### src/rtl/fifo_pkg.sv
// Shared FIFO-side definitions: data width, depth and the reader FSM state type.
// Imported by fifo_reader and by FIFO benches.
package fifo_pkg;

  localparam int DATA_W  = 8;
  localparam int DEPTH   = 16;
  localparam int BURST_W = 4;

  typedef enum logic [1:0] {
    ST_IDLE    = 2'd0,
    ST_POP     = 2'd1,
    ST_SETTLE  = 2'd2,
    ST_PRESENT = 2'd3
  } rd_state_t;

endpackage

### src/rtl/fifo_reader.sv
// Pops bytes from a registered-flag FIFO and presents them on a valid/ready port.
// Optional burst mode is enabled by defining FIFO_READER_BURST_EN.
//
// state      | meaning
// -----------+------------------------------------------------------------
// ST_IDLE    | waiting for en, data in the FIFO and a burst start condition
// ST_POP     | pop_out pulse; head byte captured into m_data on exit
// ST_SETTLE  | one cycle for the FIFO empty flag to reflect the pop
// ST_PRESENT | m_valid held with stable m_data until m_ready
module fifo_reader
  import fifo_pkg::*;
(
  input  logic               clk,
  input  logic               rst,
  input  logic               en,
  output logic               pop_out,
  input  logic [DATA_W-1:0]  fifo_dout,
  input  logic               fifo_empty,
  input  logic               fifo_threshold_trigger,
  input  logic [BURST_W-1:0] burst_len,
  output logic [DATA_W-1:0]  m_data,
  input  logic               m_ready,
  output logic               m_valid,
  output logic               busy,
  output logic               burst_short
);

  rd_state_t         r_state;
  rd_state_t         w_state_nxt;
  logic [DATA_W-1:0] r_data;
  logic              w_hs;
  logic              w_can_start;
  logic              w_can_cont;

  assign w_hs = (r_state == ST_PRESENT) && m_ready;

`ifdef FIFO_READER_BURST_EN
  logic [BURST_W-1:0] r_burst_cnt;
  logic               r_burst_short;

  assign w_can_start = fifo_threshold_trigger;
  assign w_can_cont  = (r_burst_cnt != '0);

  // Counter holds bytes remaining after the one currently presented.
  always_ff @(posedge clk) begin
    if (rst) begin
      r_burst_cnt   <= '0;
      r_burst_short <= 1'b0;
    end else begin
      if ((r_state == ST_IDLE) && (w_state_nxt == ST_POP)) begin
        r_burst_cnt <= burst_len;
      end else if (w_hs && (r_burst_cnt != '0)) begin
        r_burst_cnt <= r_burst_cnt - 1'b1;
      end
      if (w_hs && (r_burst_cnt != '0) && fifo_empty) begin
        r_burst_short <= 1'b1;
      end
    end
  end

  assign burst_short = r_burst_short;
`else
  logic w_unused_burst;

  assign w_can_start    = 1'b1;
  assign w_can_cont     = 1'b1;
  assign burst_short    = 1'b0;
  assign w_unused_burst = ^{burst_len, fifo_threshold_trigger};
`endif

  always_comb begin
    w_state_nxt = r_state;
    pop_out     = 1'b0;
    case (r_state)
      ST_IDLE: begin
        if (en && !fifo_empty && w_can_start) begin
          w_state_nxt = ST_POP;
        end
      end
      ST_POP: begin
        pop_out     = 1'b1;
        w_state_nxt = ST_SETTLE;
      end
      ST_SETTLE: begin
        w_state_nxt = ST_PRESENT;
      end
      ST_PRESENT: begin
        if (m_ready) begin
          if (en && !fifo_empty && w_can_cont) begin
            w_state_nxt = ST_POP;
          end else begin
            w_state_nxt = ST_IDLE;
          end
        end
      end
      default: begin
        w_state_nxt = ST_IDLE;
      end
    endcase
  end

  // fifo_dout still shows the pre-pop head during POP; capture it on that exit edge.
  always_ff @(posedge clk) begin
    if (rst) begin
      r_state <= ST_IDLE;
      r_data  <= '0;
    end else begin
      r_state <= w_state_nxt;
      if (r_state == ST_POP) begin
        r_data <= fifo_dout;
      end
    end
  end

  assign m_data  = r_data;
  assign m_valid = (r_state == ST_PRESENT);
  assign busy    = (r_state != ST_IDLE);

endmodule

### config.mk
export PLATFORM = sky130hd
export DESIGN_NAME = fifo_reader
export DESIGN_NICKNAME = d
export VERILOG_FILES = /design/src/rtl/fifo_pkg.sv /design/src/rtl/fifo_reader.sv
export SDC_FILE = /design/constraint.sdc
export NUM_CORES = 1
export LEC_CHECK = 0
export BUFFER_PORTS_ARGS = -buffer_cell sky130_fd_sc_hd__buf_2
export CORE_AREA = 2 2 40 42
export DETAILED_ROUTE_END_ITERATION = 16
export DIE_AREA = 0 0 42 44
export GPL_TIMING_DRIVEN = 0
export PLACE_DENSITY = 0.65
export SLEW_MARGIN = 20
export SYNTH_ARGS = -nofsm -noshare
export SYNTH_HDL_FRONTEND = slang
export SYNTH_SLANG_ARGS = --single-unit
### constraint.sdc
create_clock -name clk -period 1.1 [get_ports clk]
set_clock_uncertainty 0.05 [all_clocks]
set_input_delay 0.055 -clock clk [delete_from_list [all_inputs] [get_ports clk]]
set_output_delay 0.055 -clock clk [all_outputs]
set_load 0.005 [all_outputs]
==> flow_summary_export.csv <==
group,metric,value,unit
run_status,outcome,"finished, violations left",
run_status,violations,"setup timing",
hold_path,min-delay-start,"rst",
cts,clock_tree.htree_level_count,1,
drt,drt_iter0_drc,2,
placed_design,dpl_worst_slack,-0.1210,ns
logic_synthesis,seq_area_frac_synth,43.72,%
sta,finalHoldViolations,0,
sta,setup_viol_count_final,10,
logic_synthesis,synth_area,457.9,um^2
sta,final_max_slew_viol_count,0,
drt,drt-vias-per-instance,4.561,
worst_setup_path,path_max_fanout,4,
worst_setup_path,crit_required,1.19,ns
hold_path,min_path_type,"primary input to flip-flop",
logic_synthesis,syn_inst,48,
placed_design,io_buffers,22,
drt,antenna_violating_nets_post_route,0,
worst_setup_path,slowest_delay,0.37,ns
worst_setup_path,r2r-end,"r_state[1]",
cells_and_area,area_growth_from_synthesis_to_layout,71.58,%
drt,dr_total_vias,447,
worst_setup_path,timing.critical_path.buf_inv,0,
logic_synthesis,post_synth_top_area_share,43.72,%
global_routing,initial_antenna_violation_count,0,
logic_synthesis,synth.yosys.warnings,0,
floorplan,floorplan.initialDensity,32.28,%
worst_setup_path,critPathCaptureType,"flip-flop",
worst_setup_path,critical_path.top_delay_family,"flip-flops",
logic_synthesis,synthTopCellsByArea,"dfxtp_1, mux2i_1, ha_1, nor2_1, inv_1",
floorplan,io_pins,30,
logic_synthesis,synth.avg_cell_area,9.540,um^2
drt,drt-pass1-iter-count,2,
cts,cts_made_buffers,3,
global_routing,first_global_vias,423,
placed_design,dp.final_hpwl,664.5,um
sta,period_share,109.4,%
floorplan,chipWidth,42,um
worst_setup_path,regToRegSetupSlack,-0.10,ns
worst_setup_path,cp-startpoint,"r_state[0]",
cts,clock_tree.buffer_depth,2,
global_routing,grt_pass1_wl,1683,um
cts,clock_tree_from_tritoncts,"done",
sta,min_period,1.203,ns
cells_and_area,n_antenna_cell,0,
sta,setup_ws,-0.1030,ns
cells_and_area,fraction_of_layout_cells_with_a_size_suffix_above_1,47.56,%
worst_setup_path,critPathArrivalTime,1.30,ns
logic_synthesis,ys_ff_latch,10,
worst_setup_path,timing.rr.start,"r_state[0]",
hold_path,worstHoldPathCells,2,
floorplan,core_region_area,0.001419,mm^2
logic_synthesis,synth_cell_type_count,16,
cts,ctsRootBufferMaster,"clkbuf_4",
worst_setup_path,crit_type,"flip-flop to flip-flop",
floorplan,die_y,44,um
global_routing,grt_max_degree,11,
cts,numClockSinks,10,
cts,clk_transition_reported_paths,0.06,ns
drt,routedWlPerCell,10.64,um
power_and_ir_drop,worst_ir_drop_vdd,1216,uV
power_and_ir_drop,power_per_cell_area,2214,mW/mm^2
logic_synthesis,yosys.area.top_type,"dfxtp_1",
sta,rsz0062_at_grt,"yes",
worst_setup_path,critPathSlowestCell,"dfxtp_4",
floorplan,die-area,0.001848,mm^2
hold_path,whs_endpoint,"r_state[1]",
cells_and_area,nNetsFinal,106,
sta,setup-tns-final,-0.4596,ns
worst_setup_path,crit_chain,"ha_4, nor2b_4, a21oi_4, mux2i_1, nor2_1",
sta,fmax,0.8313,GHz
worst_setup_path,rr_worst_depth,5,
global_routing,globalRoute.totalOverflow,0,
drt,route.detailed.drc,0,
cts,clock_latency,0.26,ns
logic_synthesis,syn_nets,70,
power_and_ir_drop,leakage,0.3636,nW
job,timing.max_cap.violations,0,
global_routing,track_usage,11.98,%
worst_setup_path,critical_path.startpoint_type,"flip-flop",
drt,detail_route.wirelength,1043,um
floorplan,num_rows,14,
placed_design,global_placer_s_final_weighted_congestion,0.7373,
## metrics by stage
stage	hold slack (ns)	cell area, um^2	power, mW	instances	utilization (%)
3_3_place_gp	0.2401	624.3	1.245	86	44.00
4_1_cts	0.1202	743.2	1.589	97	52.38
3_5_place_dp	0.2547	624.3	1.262	86	44.00
5_1_grt	0.1384	785.8	1.864	98	55.38
2_1_floorplan	0.1522	494.2	1.061	48	-
6_report	0.1062	785.8	1.740	98	55.38
## sequential cells by signal, summed over array words and instances, names as in the netlist
register  count
m_data        8
r_state       2
## Yosys cell counts (all sizes together)
| master | count |
|---|---|
| conb | 1 |
| nand2 | 2 |
| nand2b | 1 |
| buf | 3 |
| mux2i | 9 |
| nor2b | 1 |
| ha | 4 |
| inv | 3 |
| nor2 | 9 |
| a31oi | 1 |
| a21oi | 3 |
| a21o | 1 |
| dfxtp | 10 |
## kinds of logic after synthesis
| kind of cell | share of synthesized area (%) |
|---|---|
| AO/OA/AOI/OAI | 7.106 |
| adder cells (fa/ha/maj) | 10.93 |
| buffers and inverters | 6.010 |
| flip-flops | 43.72 |
| multiplexers | 19.67 |
| other | 0.8189 |
| AND/OR/NAND/NOR | 11.75 |
## how the worst max path moves through the flow
stage	to	slack, ns	cells after the start
after global routing	r_state[1]	-0.15	5
after detailed placement	r_state[1]	-0.12	5
after CTS	m_data[6]	-0.13	5
after floorplan	r_state[1]	-0.04	5
after global placement	r_state[1]	-0.11	5
final	r_state[1]	-0.10	5
## placed cells by master (no fill, tap or decap), types with 2 or more instances in the layout
master	count
mux2i_1	8
buf_4	2
clkbuf_4	3
dfxtp_4	2
nor2_1	9
buf_2	22
dfxtp_1	8
nand2_1	2
a21oi_1	2
ha_4	3
dlygate4sd3_1	8
## area by class of cell
type,count,area (um^2)
well taps,16,20.02
plain buffers,3,31.28
fillers,143,633.1
clock buffers,3,22.52
flip-flops and latches,10,207.7
inverters,3,13.76
repair buffers,31,197.7
multi-input cells,32,292.8
## per-layer routing
| layer | vias up | part of all wire, % | global-route usage (%) | wire length (um) |
|---|---|---|---|---|
| met5 | - | 0 | 0 | 0 |
| met4 | 0 | 2.0 | 7.742 | 21 |
| met3 | 3 | 7.5 | 2.917 | 78 |
| met2 | 21 | 48 | 21.88 | 497 |
| met1 | 200 | 43 | 12.18 | 445 |
| li1 | 223 | - | - | - |
## power by group
group          total [mW]  leakage (nW)  switching [mW]  internal, mW
registers           0.580        0.0831          0.0986         0.481
logic               0.915         0.267           0.392         0.523
clock network       0.245        0.0138           0.119         0.126
## what timing repair did
| item | 4_1_cts | 5_1_grt |
|---|---|---|
| endpoints found under the hold margin | 8 | 0 |
| buffers inserted | 0 | 1 |
| setup endpoints to repair | 12 | 12 |
| gates resized for setup | 3 | 6 |
| cloned | 0 | 0 |
| pin swaps | 2 | 1 |
| hold buffers | 8 | 0 |
(Power assumes the default switching activity.)
